===== src/rtl/vdma_vout_pkg.sv =====
// Shared types for the VDMA video output stage: FSM encoding and the
// per-axis timing configuration captured by the timing generator.
package vdma_vout_pkg;

  localparam int unsigned CNT_WIDTH_DEF = 12;

  typedef logic [CNT_WIDTH_DEF-1:0] cnt_t;

  localparam cnt_t CNT_ONE = cnt_t'(1'b1);

  typedef enum logic [1:0] {
    ST_IDLE   = 2'd0,
    ST_FLUSH  = 2'd1,
    ST_WAIT   = 2'd2,
    ST_LOCKED = 2'd3
  } state_e;

  typedef struct packed {
    cnt_t active;
    cnt_t sync_start;
    cnt_t sync_end;
    cnt_t total;
  } timing_cfg_t;

endpackage


===== src/rtl/vdma_vtc.sv =====
// Video timing counters: shadowed timing config, h/v counters and the raw
// active/sync/wrap strobes for the current counter position.
module vdma_vtc
  import vdma_vout_pkg::*;
(
  input  logic        aclk,
  input  logic        rst,
  input  logic        run,
  input  timing_cfg_t h_cfg,
  input  timing_cfg_t v_cfg,
  output logic        active,
  output logic        hsync,
  output logic        vsync,
  output logic        wrap,
  output logic        h_last_act,
  output logic        v_last_act
);

  timing_cfg_t h_sh_q, h_sh_d, v_sh_q, v_sh_d;
  cnt_t        hcnt_q, hcnt_d, vcnt_q, vcnt_d;
  logic        h_end_s, v_end_s;

  // Next-state for counters and shadows; config only moves at a frame boundary.
  always_comb begin
    h_end_s = (hcnt_q == (h_sh_q.total - CNT_ONE));
    v_end_s = (vcnt_q == (v_sh_q.total - CNT_ONE));
    wrap    = run && h_end_s && v_end_s;
    if (!run) begin
      hcnt_d = '0;
      vcnt_d = '0;
    end else if (h_end_s) begin
      hcnt_d = '0;
      vcnt_d = v_end_s ? '0 : (vcnt_q + CNT_ONE);
    end else begin
      hcnt_d = hcnt_q + CNT_ONE;
      vcnt_d = vcnt_q;
    end
    if (!run || wrap) begin
      h_sh_d = h_cfg;
      v_sh_d = v_cfg;
    end else begin
      h_sh_d = h_sh_q;
      v_sh_d = v_sh_q;
    end
  end

  assign active     = (hcnt_q < h_sh_q.active) && (vcnt_q < v_sh_q.active);
  assign hsync      = (hcnt_q >= h_sh_q.sync_start) && (hcnt_q < h_sh_q.sync_end);
  assign vsync      = (vcnt_q >= v_sh_q.sync_start) && (vcnt_q < v_sh_q.sync_end);
  assign h_last_act = (hcnt_q == (h_sh_q.active - CNT_ONE));
  assign v_last_act = (vcnt_q == (v_sh_q.active - CNT_ONE));

  // Counter and shadow state.
  always_ff @(posedge aclk or negedge rst) begin
    if (!rst) begin
      hcnt_q <= '0;
      vcnt_q <= '0;
      h_sh_q <= '0;
      v_sh_q <= '0;
    end else begin
      hcnt_q <= hcnt_d;
      vcnt_q <= vcnt_d;
      h_sh_q <= h_sh_d;
      v_sh_q <= v_sh_d;
    end
  end

endmodule


===== src/rtl/vdma_vout.sv =====
// VDMA display output: locks the pixel stream to the raster produced by
// vdma_vtc, flags underflow / misalignment and relocks at frame boundaries.
module vdma_vout
  import vdma_vout_pkg::*;
#(
  parameter int unsigned           DATA_WIDTH = 32,
  parameter int unsigned           CNT_WIDTH  = CNT_WIDTH_DEF,
  parameter logic                  HS_POL     = 1'b1,
  parameter logic                  VS_POL     = 1'b1,
  parameter logic [DATA_WIDTH-1:0] BLANK_PIX  = '0
) (
  input  logic                  aclk,
  input  logic                  rst,
  input  logic                  s_axis_tvalid,
  output logic                  s_axis_tready,
  input  logic [DATA_WIDTH-1:0] s_axis_tdata,
  input  logic                  s_axis_tuser,
  input  logic                  s_axis_tlast,
  input  logic                  cfg_enable,
  input  logic [CNT_WIDTH-1:0]  cfg_h_active,
  input  logic [CNT_WIDTH-1:0]  cfg_h_sync_start,
  input  logic [CNT_WIDTH-1:0]  cfg_h_sync_end,
  input  logic [CNT_WIDTH-1:0]  cfg_h_total,
  input  logic [CNT_WIDTH-1:0]  cfg_v_active,
  input  logic [CNT_WIDTH-1:0]  cfg_v_sync_start,
  input  logic [CNT_WIDTH-1:0]  cfg_v_sync_end,
  input  logic [CNT_WIDTH-1:0]  cfg_v_total,
  input  logic                  cfg_err_clear,
  output logic                  vid_hsync,
  output logic                  vid_vsync,
  output logic                  vid_de,
  output logic [DATA_WIDTH-1:0] vid_data,
  output logic                  sts_locked,
  output logic                  sts_underflow,
  output logic                  sts_sync_err,
  output logic [15:0]           sts_frame_cnt
);

  state_e                  state_q, state_d;
  logic                    de_q, de_d, hsync_q, hsync_d, vsync_q, vsync_d;
  logic [DATA_WIDTH-1:0]   data_q, data_d;
  logic                    locked_q, locked_d, frame_ok_q, frame_ok_d;
  logic                    underflow_q, underflow_d, sync_err_q, sync_err_d;
  logic [15:0]             frame_cnt_q, frame_cnt_d;
  logic                    run_s, tready_s, hs_s, mismatch_s, uf_set_s, se_set_s;
  logic                    active_s, hsync_s, vsync_s, wrap_s, h_last_s, v_last_s;
  timing_cfg_t             h_cfg_s, v_cfg_s;

  assign h_cfg_s = '{active: cfg_h_active, sync_start: cfg_h_sync_start,
                     sync_end: cfg_h_sync_end, total: cfg_h_total};
  assign v_cfg_s = '{active: cfg_v_active, sync_start: cfg_v_sync_start,
                     sync_end: cfg_v_sync_end, total: cfg_v_total};

  // Counters stop in the same cycle enable drops so IDLE always sees them at 0.
  assign run_s = cfg_enable && (state_q != ST_IDLE);

  vdma_vtc u_vtc (
    .aclk       (aclk),
    .rst        (rst),
    .run        (run_s),
    .h_cfg      (h_cfg_s),
    .v_cfg      (v_cfg_s),
    .active     (active_s),
    .hsync      (hsync_s),
    .vsync      (vsync_s),
    .wrap       (wrap_s),
    .h_last_act (h_last_s),
    .v_last_act (v_last_s)
  );

  assign tready_s      = cfg_enable && ((state_q == ST_FLUSH) ||
                                        ((state_q == ST_LOCKED) && active_s));
  assign s_axis_tready = tready_s;

  // FSM transitions, stream checks and next values of every registered output.
  always_comb begin
    hs_s       = s_axis_tvalid && tready_s;
    mismatch_s = (s_axis_tuser != h_last_s) ||
                 (s_axis_tlast != (s_axis_tuser && v_last_s));
    state_d    = state_q;
    uf_set_s   = 1'b0;
    se_set_s   = 1'b0;
    data_d     = BLANK_PIX;
    if (!cfg_enable) begin
      state_d = ST_IDLE;
    end else begin
      case (state_q)
        ST_IDLE:  state_d = ST_FLUSH;
        ST_FLUSH: state_d = (hs_s && s_axis_tlast) ? ST_WAIT : ST_FLUSH;
        ST_WAIT:  state_d = wrap_s ? ST_LOCKED : ST_WAIT;
        ST_LOCKED: begin
          if (active_s && !s_axis_tvalid) begin
            uf_set_s = 1'b1;
            state_d  = ST_FLUSH;
          end else if (hs_s) begin
            data_d = s_axis_tdata;
            if (mismatch_s) begin
              se_set_s = 1'b1;
              state_d  = s_axis_tlast ? ST_WAIT : ST_FLUSH;
            end else begin
              state_d = ST_LOCKED;
            end
          end else begin
            state_d = ST_LOCKED;
          end
        end
        default:  state_d = ST_IDLE;
      endcase
    end
    de_d     = run_s && active_s;
    hsync_d  = (run_s && hsync_s) ? HS_POL : ~HS_POL;
    vsync_d  = (run_s && vsync_s) ? VS_POL : ~VS_POL;
    locked_d = (state_d == ST_LOCKED);
    // Frame counts only if LOCKED was held from one wrap to the next.
    frame_ok_d = (wrap_s || frame_ok_q) && (state_d == ST_LOCKED);
    if (wrap_s && (state_q == ST_LOCKED) && frame_ok_q) begin
      frame_cnt_d = frame_cnt_q + 16'd1;
    end else begin
      frame_cnt_d = frame_cnt_q;
    end
    if (uf_set_s) begin
      underflow_d = 1'b1;
    end else if (cfg_err_clear) begin
      underflow_d = 1'b0;
    end else begin
      underflow_d = underflow_q;
    end
    if (se_set_s) begin
      sync_err_d = 1'b1;
    end else if (cfg_err_clear) begin
      sync_err_d = 1'b0;
    end else begin
      sync_err_d = sync_err_q;
    end
  end

  // State, video outputs and status registers.
  always_ff @(posedge aclk or negedge rst) begin
    if (!rst) begin
      state_q     <= ST_IDLE;
      de_q        <= 1'b0;
      hsync_q     <= ~HS_POL;
      vsync_q     <= ~VS_POL;
      data_q      <= BLANK_PIX;
      locked_q    <= 1'b0;
      frame_ok_q  <= 1'b0;
      underflow_q <= 1'b0;
      sync_err_q  <= 1'b0;
      frame_cnt_q <= 16'd0;
    end else begin
      state_q     <= state_d;
      de_q        <= de_d;
      hsync_q     <= hsync_d;
      vsync_q     <= vsync_d;
      data_q      <= data_d;
      locked_q    <= locked_d;
      frame_ok_q  <= frame_ok_d;
      underflow_q <= underflow_d;
      sync_err_q  <= sync_err_d;
      frame_cnt_q <= frame_cnt_d;
    end
  end

  assign vid_de        = de_q;
  assign vid_hsync     = hsync_q;
  assign vid_vsync     = vsync_q;
  assign vid_data      = data_q;
  assign sts_locked    = locked_q;
  assign sts_underflow = underflow_q;
  assign sts_sync_err  = sync_err_q;
  assign sts_frame_cnt = frame_cnt_q;

endmodule


===== config.mk =====
export PLATFORM = sky130hd
export DESIGN_NAME = vdma_vout
export DESIGN_NICKNAME = d
export VERILOG_FILES = /design/src/rtl/vdma_vout_pkg.sv /design/src/rtl/vdma_vtc.sv /design/src/rtl/vdma_vout.sv
export SDC_FILE = /design/constraint.sdc
export NUM_CORES = 1
export LEC_CHECK = 0
export ABC_AREA = 0
export CORE_ASPECT_RATIO = 0.8
export CORE_MARGIN = 1
export CORE_UTILIZATION = 38
export CTS_CLUSTER_DIAMETER = 100
export CTS_CLUSTER_SIZE = 10
export DETAILED_ROUTE_END_ITERATION = 10
export SLEW_MARGIN = 40
export SYNTH_ARGS = -nofsm -noshare
export SYNTH_HDL_FRONTEND = slang
export SYNTH_SLANG_ARGS = --single-unit

===== constraint.sdc =====
create_clock -name aclk -period 5.69 [get_ports aclk]
set_input_delay 0.8535 -clock aclk [delete_from_list [all_inputs] [get_ports aclk]]
set_output_delay 0.8535 -clock aclk [all_outputs]
set_load 0.005 [all_outputs]

Word-level counts from Yosys, hierarchy flattened
Index checks and enable logic that the tools add are counted.

Mux-type cells: 30. Add/subtract/negate cells: 7. Reductions and logical operators: 28. $lt $le $gt $ge: 6. Equal/unequal tests: 11.

Operator list (count): $mux W32 (4); $mux W12 (5); $eq A12 B12 Y1 (4); $lt A12 B12 Y1 (4); $sub A12 B1 Y12 const B (4); $add A12 B1 Y12 const B (2); $ge A12 B12 Y1 (2); $logic_and A1 B1 Y1 (18); $add A16 B1 Y16 const B (1); $mux W1 (14); $mux W2 (6); $pmux W2 S4 (1); $eq A2 B2 Y1 const B (3); $reduce_bool A2 Y1 (3); $logic_or A1 B1 Y1 (4); $eq A2 B1 Y1 const B (1); $logic_not A1 Y1 (2); $logic_not A2 Y1 (1); $ne A1 B1 Y1 (2); $ne A2 B1 Y1 const B (1).

Output and inout bits: 55. Word-level logic and storage cells: 102. Register bits after elaboration: 177. Input port bits: 135.

Depth between registers and ports, before layout
Depth after elaboration: 12. Depth in mapped cells: 13. Depth with buffers taken out: 11.

Modules after synthesis
Synthesis repeated with hierarchy kept, for this count alone.

Cells, all modules: 995. Area, all modules: 10359.9 µm².

Modules (own cells, without submodules): vdma_vtc (area an instance 8142.8 µm², instances 1, cells each 814); vdma_vout (area an instance 2217.1 µm², instances 1, cells each 181).

Least setup slack after synthesis
No wires, ideal clock.

Path kind: register to register. Start point: register u_vtc.h_sh_q[0] (netlist name). End point: register u_vtc.v_sh_q[0] (netlist name). Path slack: 2473 ps. Buffers on the path: 2. Clock period less this slack: 3217 ps. Data arrival time: 3092 ps. Required time: 5565 ps. Stages on the path, launching flop included: 14. Path through: dfrtp_1 inv_1 ha_1 or3b_4 or3_4 mux2_2 mux2i_1 a2111oi_4 nand3_2 nor2_4 nor2_2 buf_6 buf_6 mux2_4.

Longest elaborated chain between the ends: 5.

Ends and longest elaborated chain: from (decl) (RTL line vdma_vtc.sv:19) `timing_cfg_t h_sh_q, h_sh_d, v_sh_q, v_sh_d;`; from (signal assigned) (RTL line vdma_vtc.sv:63) `h_sh_q <= h_sh_d;`; $sub A12 B1 Y12 (RTL line vdma_vtc.sv:25) `h_end_s = (hcnt_q == (h_sh_q.total - CNT_ONE));`; $eq A12 B12 Y1 (RTL line vdma_vtc.sv:25); $logic_and A1 B1 Y1 (2 in series) (RTL line vdma_vtc.sv:27) `wrap = run && h_end_s && v_end_s;`; $logic_or A1 B1 Y1 (RTL line vdma_vtc.sv:38) `if (!run || wrap) begin`; to (signal assigned) (RTL line vdma_vtc.sv:64) `v_sh_q <= v_sh_d;`; to (decl) (RTL line vdma_vtc.sv:19).

Every way passes these cells. A chain may end at the register's enable or synchronous reset.

Final worst setup path
Start point: register u_vtc.vcnt_q[6]. End point: output s_axis_tready.

Longest elaborated chain between the ends: 5.

Ends and longest elaborated chain: from (decl) (RTL line vdma_vtc.sv:20) `cnt_t hcnt_q, hcnt_d, vcnt_q, vcnt_d;`; from (signal assigned) (RTL line vdma_vtc.sv:62) `vcnt_q <= vcnt_d;`; $lt A12 B12 Y1 (RTL line vdma_vtc.sv:47) `assign active = (hcnt_q < h_sh_q.active) && (vcnt_q < v_sh_q.active);`; $logic_and A1 B1 Y1 (RTL line vdma_vtc.sv:47); $logic_and A1 B1 Y1 (RTL line vdma_vout.sv:72) `((state_q == ST_LOCKED) && active_s));`; $logic_or A1 B1 Y1 (RTL line vdma_vout.sv:71) `assign tready_s = cfg_enable && ((state_q == ST_FLUSH) ||`; $logic_and A1 B1 Y1 (RTL line vdma_vout.sv:71); to (decl) (RTL line vdma_vout.sv:15) `output logic s_axis_tready,`.

Every way passes these cells.

==> results.txt <==
Syn. warnings = 0
slew margin rel. = 44.9%
Area growth, synth to finish = 28.2%
peak supply drop = 0.208 mV
crit path kind = flip-flop to output port
via count = 7469
Place WS = 1.75 ns
largest net degree at the start of global routing = 85
gr usage total = 18.2%
HP Class = primary input to async pin
cells along the critical path = ha_1 -> a211o_1 -> a211oi_1 -> a21o_1 -> a21oi_1 -> a211oi_1 -> inv_1 -> a21oi_1 -> clkdlybuf4s50_1
row count = 53
Cell variety after synth = 67
die area = 27600 um2
setup TNS = 0 ns
share of layout cells above drive strength 1 = 13.3%
final max-slew violation count = 0
drt total wl = 24300 um
Die X = 185 um
initial DRC count = 381
FILL cells = 2431
Setup Skew = 0.0208 ns
Post-CTS Resized = 0
Buffers on Ports = 189
dpl cells = 1461
Fmax achieved = 0.225 GHz
Post-Synth XOR/XNOR Area = 7.36%
combinational family with the most area after synthesis = simple AND/OR/NAND/NOR gates
endpoint type of the worst setup path = output port
adder-cell share of the synthesized area = 9.41%
initial antenna violation count = 2
CTS tree = built
# setup viols final = 0
Post-DRT Antenna Nets = 0
Multi-input gate area = 5340 um2
Final #Nets = 1335
drt wl/cell = 16.3 um
core area = 26400 um2
Top Ports = 190
residual DRC count = 0
fin util = 49.7%
Setup WS post-layout = 1.24 ns
Slew @ Worst Pin = 0.821 ns
Clock power frac = 40.7%
Worst Path Max Fanout = 9
most common cell after layout, fill and taps aside = clkdlybuf4s50_1
Top FF cell, synth = dfrtp_1
diode count = 0
Async SR Flop Fraction = 100%
synthesized-area fraction occupied by and/or/nand/nor cells = 13.3%
P_sw = 826 uW
RePlAce Congestion = 0.825
fin cells = 1493
crit path buf inv count = 2
slowest stage cell, crit path = a211oi_1
Tcrit/Tclk final = 78.2%
vias per inst = 5.00
EDFF count, synth = 0
cell taking the most area after synthesis = dfrtp_1
global-route wire length before repair = 39000 um
TritonRoute pass-1 iters = 5
LEAKAGE = 6.01 nW
Seq pwr share = 45.2%
DP Wirelength = 17800 um
Starting Density = 38.8%
vias in the first global route = 7234
Compound-Gate Fraction of Synth Area = 9.54%
Crit path largest cell delay = 0.62 ns
Crit path arrival time = 3.60 ns
synthesized area = 10200 um2
total CTS buffers = 17
Cells after Synth = 938
Synth area leaders = dfrtp_1 (43%), ha_1 (9.4%), mux2_2 (6.4%)
status = completed
post-synthesis area per instance = 10.9 um2
commonest cells after routing, fill and taps aside = clkdlybuf4s50_1 (188), dfrtp_1 (177), inv_1 (89), ha_1 (77), mux2_2 (58)
H-tree levels = 4
Reg area = 4430 um2
type of origin of the critical path = flip-flop
gr ovfl total = 0
total setup buffers inserted after CTS = 0
Clock Latency Late Sink = 0.44 ns
cell family with most CP delay = compound AO/OA/AOI/OAI gates
Post-Synthesis Net Count = 1150
Req. time, crit path = 4.84 ns
share of the synthesized area in the top cell type = 43.3%
Die Y-Extent = 149 um
clock buffer depth = 2
cts hold-fix bufs = 0
power share of the combinational group = 14.1%
final hold violation count = 0
register area share after synthesis = 43.3%
maxcap violations = 0
mux share of post-synthesis cell area = 12.3%
Pint = 2.26 mW
#FFs+latches synth = 177
Clk pin slew, worst setup/hold paths = 0.08 ns
clock root buffer = clkbuf_16
RSZ-0062 raised after global routing = false
switch share = 26.7%
pwr dens = 235 nW/um2
CTS Sinks = 177
final worst path period need = 4.45 ns
## per-layer routing
metal	share of wire [%]	GRT usage (%)	vias up	wire (um)
met5	0.091	0	-	22
met4	0.66	3.80	4	160
met3	7.2	4.42	20	1760
met2	42	26.8	224	10200
met1	50	26.8	3550	12100
li1	-	-	3671	-
## power by group through the flow
stage          logic (mW)  clock network (mW)  registers (mW)
3_5_place_dp        0.438                   0            1.42
5_1_grt             0.484                1.34            1.41
4_1_cts             0.441                1.29            1.40
6_report            0.435                1.26            1.40
3_3_place_gp        0.432                   0            1.42
2_1_floorplan       0.273                   0            1.39
## cell families after synthesis
group	after synthesis
flip-flops	177
adder cells (fa/ha/maj)	77
multiplexers	99
AND/OR/NAND/NOR	240
buffers and inverters	117
AO/OA/AOI/OAI	142
XOR/XNOR	86
## flip-flops by register name, summed over array words and instances (netlist names), 2 cells and up
| signal | cells |
|---|---|
| state_q | 2 |
| u_vtc.hcnt_q | 12 |
| vid_data | 32 |
| u_vtc.h_sh_q | 48 |
| sts_frame_cnt | 16 |
| u_vtc.vcnt_q | 12 |
| u_vtc.v_sh_q | 48 |
## Yosys cell counts (all sizes together), types with 8 or more instances
master / instances
nand3: 25
a211oi: 8
mux2: 98
ha: 77
clkbuf: 18
buf: 10
nor4: 11
xor2: 36
nor3: 19
xnor2: 50
inv: 89
o21ai: 35
and2: 36
and3: 17
dfrtp: 177
nand4: 13
nor2b: 8
nand2: 29
nand2b: 16
a21o: 18
o211ai: 9
nor2: 37
a21oi: 21
## path summary, 6_finish.rpt
path | startpoint | endpoint | slack, ns | cells after the start
max in group asynchronous | rst | u_vtc.v_sh_q[10] | 4.02 | 2
worst max register to register | u_vtc.h_sh_q[0] | u_vtc.vcnt_q[8] | 1.73 | 11
min in group aclk | sts_frame_cnt[15] | sts_frame_cnt[15] | 0.47 | 1
worst min register to register | sts_frame_cnt[15] | sts_frame_cnt[15] | 0.47 | 1
worst max-delay path | u_vtc.vcnt_q[6] | s_axis_tready | 1.24 | 9
worst min-delay path | rst | vid_data[28] | 0.47 | 1
## stage by stage
step,cell area (um2),power [mW],hold slack (ns)
finish,13100,3.09,0.474
detailed placement,12500,1.86,0.470
floorplan,10200,1.67,0.468
CTS,13100,3.13,0.480
global route,13100,3.23,0.499
global placement,12500,1.85,0.463
## layout make-up
type                       instances  share of cell area [%]
timing repair buffer             194                    14.8
clock inverter                    14                    1.45
sequential                       177                    33.8
clock buffer                      18                    3.35
tap                              357                    3.41
multi-input combinational        644                    40.7
inverter                          89                    2.55
No activity file was read; power rests on OpenSTA's default activity.
